[config.mk]
export PLATFORM = sky130hd
export DESIGN_NAME = input_port_buffer
export DESIGN_NICKNAME = d
export VERILOG_FILES = /design/src/rtl/input_port_buffer.sv
export SDC_FILE = /design/constraint.sdc
export NUM_CORES = 1
export LEC_CHECK = 0
export BUFFER_PORTS_ARGS = -buffer_cell sky130_fd_sc_hd__buf_2
export CAP_MARGIN = 30
export CORE_ASPECT_RATIO = 1.5
export CORE_MARGIN = 2
export CORE_UTILIZATION = 45
export CTS_BUF_LIST = sky130_fd_sc_hd__clkbuf_8
export CTS_CLUSTER_SIZE = 20
export DETAILED_ROUTE_END_ITERATION = 12
export MAX_ROUTING_LAYER = met4
export PLACE_DENSITY = 0.72
export REMOVE_ABC_BUFFERS = 1
export SKIP_LAST_GASP = 1
export SLEW_MARGIN = 15
export SYNTH_ARGS = -nofsm -noshare
export SYNTH_HDL_FRONTEND = slang
export SYNTH_SLANG_ARGS = --single-unit
[constraint.sdc]
create_clock -name clk -period 6.2 [get_ports clk]
set_input_delay 0.62 -clock clk [delete_from_list [all_inputs] [get_ports clk]]
set_output_delay 0.62 -clock clk [all_outputs]
set_load 0.02 [all_outputs]
[src/rtl/input_port_buffer.sv]
// Per-input-port wormhole flit FIFO for a mesh router: routes the head flit, then
// streams the packet to the switch allocator. Optional macro: INPUT_BUFFER_OCCUPANCY_EN.
package input_port_buffer_pkg;
  typedef enum logic [2:0] {
    LOCAL = 3'd0,
    NORTH = 3'd1,
    SOUTH = 3'd2,
    EAST  = 3'd3,
    WEST  = 3'd4
  } inout_Port;
endpackage

module input_port_buffer
  import input_port_buffer_pkg::*;
#(
  parameter int FLIT_SIZE       = 32,
  parameter int BUFFER_SIZE     = 8,
  parameter int x_Des_Addr_Size = 4,
  parameter int y_Des_Addr_Size = 4
) (
  input  logic                       clk,
  input  logic                       rst,
  input  logic                       valid_In,
  input  logic [FLIT_SIZE-1:0]       flit_In,
  output logic                       ready_Out,
  output logic [x_Des_Addr_Size-1:0] x_Dest,
  output logic [y_Des_Addr_Size-1:0] y_Dest,
  input  inout_Port                  port_In,
  output logic                       sa_Request,
  output inout_Port                  sa_Port,
  input  logic                       sa_Grant,
  output logic [FLIT_SIZE-1:0]       flit_Out,
  output logic                       valid_Out,
  output logic                       drop_Out
`ifdef INPUT_BUFFER_OCCUPANCY_EN
  ,
  output logic [$clog2(BUFFER_SIZE):0] occupancy
`endif
);

  localparam int AW = $clog2(BUFFER_SIZE);
  localparam int CW = AW + 1;

  typedef enum logic [1:0] {IDLE, ROUTE, ACTIVE} state_t;

  logic [FLIT_SIZE-1:0] mem [BUFFER_SIZE];
  logic [AW-1:0]        wr_ptr, rd_ptr;
  logic [CW-1:0]        count;
  state_t               state;
  inout_Port            route_q;

  logic                 empty, full, push, pop;
  logic                 drop_pop, grant_pop;
  logic [FLIT_SIZE-1:0] head;
  logic [1:0]           head_type;
  logic                 head_is_start, head_is_end;

  assign empty     = (count == '0);
  assign full      = (count == CW'(BUFFER_SIZE));
  assign head      = mem[rd_ptr];
  assign head_type = head[FLIT_SIZE-1 -: 2];
  // HEAD=00 and HEADTAIL=11 open a packet; TAIL=10 and HEADTAIL=11 close one.
  assign head_is_start = (head_type[1] == head_type[0]);
  assign head_is_end   = head_type[1];

  assign ready_Out = !rst && !full;
  assign push      = valid_In && ready_Out;

  assign drop_pop   = (state == IDLE) && !empty && !head_is_start;
  assign sa_Request = (state == ACTIVE) && !empty;
  assign grant_pop  = sa_Request && sa_Grant;
  assign pop        = drop_pop || grant_pop;

  assign valid_Out = grant_pop;
  assign drop_Out  = drop_pop;
  assign sa_Port   = route_q;
  // Stale slot contents are masked so an empty buffer presents all-zero outputs.
  assign flit_Out  = empty ? '0 : head;
  assign x_Dest    = empty ? '0 : head[x_Des_Addr_Size-1:0];
  assign y_Dest    = empty ? '0 : head[x_Des_Addr_Size+y_Des_Addr_Size-1:x_Des_Addr_Size];

  always_ff @(posedge clk) begin
    if (push) mem[wr_ptr] <= flit_In;
  end

  always_ff @(posedge clk or posedge rst) begin
    if (rst) begin
      wr_ptr <= '0;
      rd_ptr <= '0;
      count  <= '0;
    end else begin
      if (push) wr_ptr <= wr_ptr + 1'b1;
      if (pop)  rd_ptr <= rd_ptr + 1'b1;
      case ({push, pop})
        2'b10:   count <= count + 1'b1;
        2'b01:   count <= count - 1'b1;
        default: count <= count;
      endcase
    end
  end

  always_ff @(posedge clk or posedge rst) begin
    if (rst) begin
      state   <= IDLE;
      route_q <= LOCAL;
    end else begin
      case (state)
        IDLE:   if (!empty && head_is_start) state <= ROUTE;
        ROUTE: begin
          route_q <= port_In;
          state   <= ACTIVE;
        end
        // An empty buffer mid-packet just holds here with the route kept.
        ACTIVE: if (grant_pop && head_is_end) state <= IDLE;
        default: state <= IDLE;
      endcase
    end
  end

`ifdef INPUT_BUFFER_OCCUPANCY_EN
  assign occupancy = count;
`endif

endmodule
## Yosys cells after proc, flatten, opt, wreduce, memory -nomap -nowiden

Memories as Yosys holds them, arrays and structs flattened.
Cells that the tools add are included.

- $add $sub $neg: 4
- Equality and inequality tests: 8
- Reductions and logical operators: 17
- Mux-type cells: 9

Operators with widths:

| operator | count |
|---|---|
| 2-to-1 mux 32 bit | 1 |
| logical AND 1 bit | 8 |
| 2-to-1 mux 4 bit | 2 |
| one-hot mux 4 bit (2 select lines) | 1 |
| adder 3 x 1 -> 3 bit (second input constant) | 2 |
| one-hot mux 2 bit (3 select lines) | 1 |
| adder 4 x 1 -> 4 bit (second input constant) | 1 |
| equality test 2 x 1 -> 1 bit (second input constant) | 2 |
| equality test 2 bit (second input constant) | 2 |
| equality test 4 bit (second input constant) | 1 |
| zero test 1 bit | 4 |
| zero test 4 bit | 1 |
| 2-to-1 mux 2 bit | 2 |
| != test 2 x 1 -> 1 bit (second input constant) | 2 |
| subtractor 4 x 1 -> 4 bit (second input constant) | 1 |
| zero test 2 bit | 1 |
| 2-to-1 mux 1 bit | 2 |
| AND reduction 2 bit | 1 |
| nonzero test 2 bit | 1 |
| equality test 1 bit | 1 |
| logical OR 1 bit | 1 |

- Register bits: 15
- Memories: 1
- Logic and storage cells: 44
- Bits of input ports: 39
- Bits in writable memories: 256

Memories:

| memory | words | width | read ports | clocked after Yosys merged registers in | write ports | RTL line | RTL |
|---|---|---|---|---|---|---|---|
| mem | 8 | 32 | 1 | 0 | 1 | 46 | `logic [FLIT_SIZE-1:0] mem [BUFFER_SIZE];` |

## Logic depth before layout (Yosys ltp)

- Depth in word-level cells: 7
- Gate-level depth with buffers: 12

## Worst setup path after synthesis

No wires, ideal clock.

- Path kind: input -> register
- Start point: input port rst
- End point: memory mem[0][0], enable pin
- Arrival: 3.732 ns
- Stages on the path: 5
- Setup time: 0.461 ns
- Setup slack: 2.007 ns
- Path buffers: 1
- Required time: 5.739 ns
- Path through: a21oi_1 -> and2_1 -> clkbuf_1 -> nand2b_1 -> nor3_1

- Longest elaborated chain between the ends: 5

Ends and longest elaborated chain:

| what | RTL line | RTL |
|---|---|---|
| from (decl) | 22 | `input logic rst,` |
| zero test 1 bit (no source line) | -- |  |
| logical AND 1 bit | 66 | `assign ready_Out = !rst && !full;` |
| logical AND 1 bit | 67 | `assign push = valid_In && ready_Out;` |
| 2-to-1 mux 1 bit | 83 | `if (push) mem[wr_ptr] <= flit_In;` |
| 2-to-1 mux 1 bit (not written as such) | 83 |  |
| to (decl) | 46 |  |

No other way between the ends.

## Worst setup path in the final report

- Start point: register rd_ptr[0]
- End point: output port flit_Out[25]

- Longest elaborated chain between the ends: 2

Ends and longest elaborated chain:

| what | RTL line | RTL |
|---|---|---|
| from (decl) | 47 | `logic [AW-1:0] wr_ptr, rd_ptr;` |
| from (signal assigned) | 93 | `if (pop) rd_ptr <= rd_ptr + 1'b1;` |
| memory read (8 x 32 bit) | -- |  |
| 2-to-1 mux 32 bit | 78 | `assign flit_Out = empty ? '0 : head;` |
| to (decl) | 32 | `output logic [FLIT_SIZE-1:0] flit_Out,` |

No other way between the ends.

==> flow_summary.rst <==
.. list-table::
   :header-rows: 1

   * - Metric
     - Value
   * - Core Region
     - 0.0231 sq mm
   * - Die outline height
     - 192 um
   * - Syn Area/Cell
     - 21.4 sq um
   * - Horizontal die dimension
     - 129 um
   * - Maximum clock rate
     - 267 MHz
   * - Total number of vias
     - about 5.0k
   * - Post-DP Area
     - 0.0114 sq mm
   * - Number of synthesized flops with an enable pin
     - about 260
   * - Post-Route Hold Slack
     - 0.164 ns
   * - Clock transition at the registers of the reported paths
     - about 0.070 ns
   * - Cell taking the most area after synthesis
     - edfxtp_1
   * - Tot GR Track Use
     - 17.2%
   * - Number of failing hold endpoints at the final stage
     - 0
   * - Post-CTS resize count
     - 0
   * - Port Buffers
     - between 80 and 90
   * - Total setup buffers inserted after CTS
     - 0
   * - CTS Buf Count
     - 38
   * - Number of H-tree branching levels
     - 2
   * - Setup_tns
     - 0 ns
   * - GPL Wtd Cong
     - 0.692
   * - Max-capacitance violation count
     - 0
   * - Nature of the critical path startpoint
     - flip-flop
   * - Post-layout min period
     - 3.75 ns
   * - DR DRC count
     - 0
   * - I/O pin total
     - 86
   * - Row count
     - 68
   * - Worst Max-Slew Pin Slew
     - 0.917 ns
   * - Later-pin clock latency in the skew report
     - 0.51 ns
   * - Area delta synth->final
     - 15.1%
   * - Combined area of the multi-input logic cells
     - 0.00239 sq mm
   * - Class of the tightest hold or removal check
     - primary input to asynchronous set/reset pin
   * - Quantity of hold-fixing buffers added after cts
     - 0
   * - Filler Cells Inserted
     - 1,789
   * - Maximum net fanout on the critical path
     - 37
   * - Top FF cell, synth
     - edfxtp_1
   * - Detailed-route wire length per cell
     - between 20 and 25 um
   * - Final antenna-violating net count
     - 0
   * - Maximum clock insertion buffer count
     - 3
   * - GR Overflow Total
     - 0
   * - Post-route cell area
     - ~0.012 sq mm
   * - Starting DRC count in detailed routing
     - approximately 310
   * - Number of cells on the worst reg-to-reg path
     - 11
   * - 1st-pass router iterations
     - 4
   * - First-pass GRT wire length
     - ~31,000 um
   * - Post-synthesis register bit count
     - between 200 and 300
   * - Proportion of layout cells with a drive suffix above 1
     - 36.6%
   * - Clock tree from TritonCTS
     - built
   * - Fin crit share
     - 60.5%
   * - Sequential standard cell area
     - 0.00807 sq mm
   * - Dominant cells by area after synthesis
     - edfxtp_1 73%, mux4_2 14%, dfrtp_1 3.5%
   * - Via density per instance
     - 5.29
   * - Synth unique cells
     - 37
   * - Effective utilization at floorplan
     - 45.9%
   * - Final number of max-transition violations
     - 0
   * - Final setup violation count
     - 0
   * - Cell leakage power
     - roughly 4.1 nW
   * - Total number of nets in the final design
     - between 600 and 700
   * - Required time at the endpoint of the critical path
     - 5.58 ns
   * - Status
     - complete, no violations
   * - Worst IR drop on VDD
     - 0.000219 V
   * - Worst Path Arrival
     - 3.13 ns
   * - Cell area after synthesis
     - 0.0106 sq mm
   * - Kind of end point of the critical path
     - primary output
   * - Number of antenna violations at the first check in global routing
     - 2
   * - Sequential-to-total area share from yosys stat
     - 76.2%
   * - Detailed-route wire length
     - 20,200 um
   * - CTS root buf
     - clkbuf_8
   * - Placed wire-length estimate
     - 11,900 um
   * - Synthesis warning total
     - 0
   * - Die area
     - 0.0248 sq mm
   * - Via count of the first global-routing pass
     - ~5.5k
   * - Pin count of the biggest net entering global routing
     - 38
   * - Slew HR
     - between 30% and 40%
   * - Number of sinks on the clock net
     - about 270
   * - Max Clock Skew
     - around 0.013 ns
   * - Cell Pwr Density
     - 455 mW/mm^2
   * - R2R Path Start
     - rd_ptr[0]$_DFFE_PP0P_
   * - Setup repair after global routing missed its margin
     - no
   * - Fraction of synthesis flops using an asynchronous set or reset pin
     - 5.54%
   * - Reg2Reg Capture Point
     - count[3]$_DFFE_PP0P_
   * - Share of Yosys cell area claimed by the top area cell type
     - 72.7%
   * - Instance count of the mapped netlist
     - ~500
   * - Type of the setup path with the least slack
     - flip-flop to primary output
   * - Worst reg2reg setup slack
     - 2.74 ns
[cells in the final DEF, fill, tap and decap left out, drive strengths merged]
cell and instances:
nor3 3, a31oi 1, or4 1, or3 1
xor2 4, o2111ai 1, dfrtp 15, diode 2
mux4 64, clkinvlp 1, mux2 5, buf 98
clkbuf 41, ha 5, edfxtp 256, nor4 1
a21oi 2, nand2b 4, nor2 40, or4b 1
and2 2, mux2i 33, nand3 2, and3 1
nand2 6, xnor2 4, a21o 1, o21ai 3
clkinv 9, bufinv 3, inv 21, nor2b 2
fa 1
[worst max-delay path by stage]
| stage | startpoint | endpoint | slack [ns] | depth (start not counted) |
|---|---|---|---|---|
| after floorplan | rd_ptr[0]$_DFFE_PP0P_ | count[3]$_DFFE_PP0P_ | 1.16 | 11 |
| after global placement | rd_ptr[0]$_DFFE_PP0P_ | count[3]$_DFFE_PP0P_ | 2.76 | 11 |
| after detailed placement | rd_ptr[0]$_DFFE_PP0P_ | count[3]$_DFFE_PP0P_ | 2.70 | 11 |
| after CTS | rd_ptr[0]$_DFFE_PP0P_ | flit_Out[25] | 2.35 | 5 |
| after global routing | rd_ptr[0]$_DFFE_PP0P_ | flit_Out[25] | 2.19 | 5 |
| final | rd_ptr[0]$_DFFE_PP0P_ | flit_Out[25] | 2.45 | 5 |
[worst max-delay path, stage by stage, from the launching register on]
cell and delay (ns):
dfrtp_4 0.90, buf_4 0.63, mux4_2 0.59, mux2i_1 0.25, nor2_1 0.07, buf_2 0.18
[metal layers]
metal	GRT usage (%)	up-vias	wire [um]
met5	-	-	0
met4	6.56	0	548
met3	3.29	40	1070
met2	29.4	131	10800
met1	20.3	2625	7800
li1	-	2227	-
[layout make-up]
cell class	instances	share of cell area, %
flip-flops and latches	271	66.3
multi-input cells	188	19.7
clock buffers	41	4.64
repair buffers	98	4.30
well taps	315	3.24
clock inverters	27	1.62
inverters	7	0.216
diodes	2	0.0411
[logic make-up (layout without fill, tap and decap cells)]
family	count (synthesis)	count (layout)	share of synthesized area [%]
flops	271	271	76.2
other cells	0	2	0
fa+ha+maj	6	6	0.781
buf+inv	36	173	1.70
simple gates	64	64	2.69
mux	102	102	17.4
compound gates	8	8	0.485
xor+xnor	8	8	0.662
[sequential cells by signal (all words and copies together), names as in the netlist]
signal / cells
mem: 256
rd_ptr: 3
state: 2
sa_Port: 3
count: 4
wr_ptr: 3
[power by group]
group | switching, mW | internal [mW] | total [mW]
logic | 0.989 | 0.799 | 1.79
clock network | 0.626 | 0.740 | 1.37
registers | 0.187 | 2.19 | 2.38
total | 1.80 | 3.73 | 5.53
[cells in the mapped netlist (5+ instances only)]
cell / instances
edfxtp_1: 256
clkbuf_1: 12
buf_4: 8
ha_1: 5
nand2_1: 6
buf_2: 6
dfrtp_1: 15
mux4_2: 64
mux2i_1: 31
inv_1: 6
nor2_1: 40
[metrics by stage]
stage | instances | setup WS, ns | power, mW | utilization, %
2_1_floorplan | 466 | 1.16 | 3.71 | -
3_3_place_gp | 879 | 2.76 | 4.19 | 49.5
3_5_place_dp | 879 | 2.70 | 4.24 | 49.5
4_1_cts | 947 | 2.35 | 5.61 | 52.8
5_1_grt | 949 | 2.19 | 5.82 | 52.8
6_report | 949 | 2.45 | 5.53 | 52.8
Note: power is estimated with default switching activity, not from simulation.
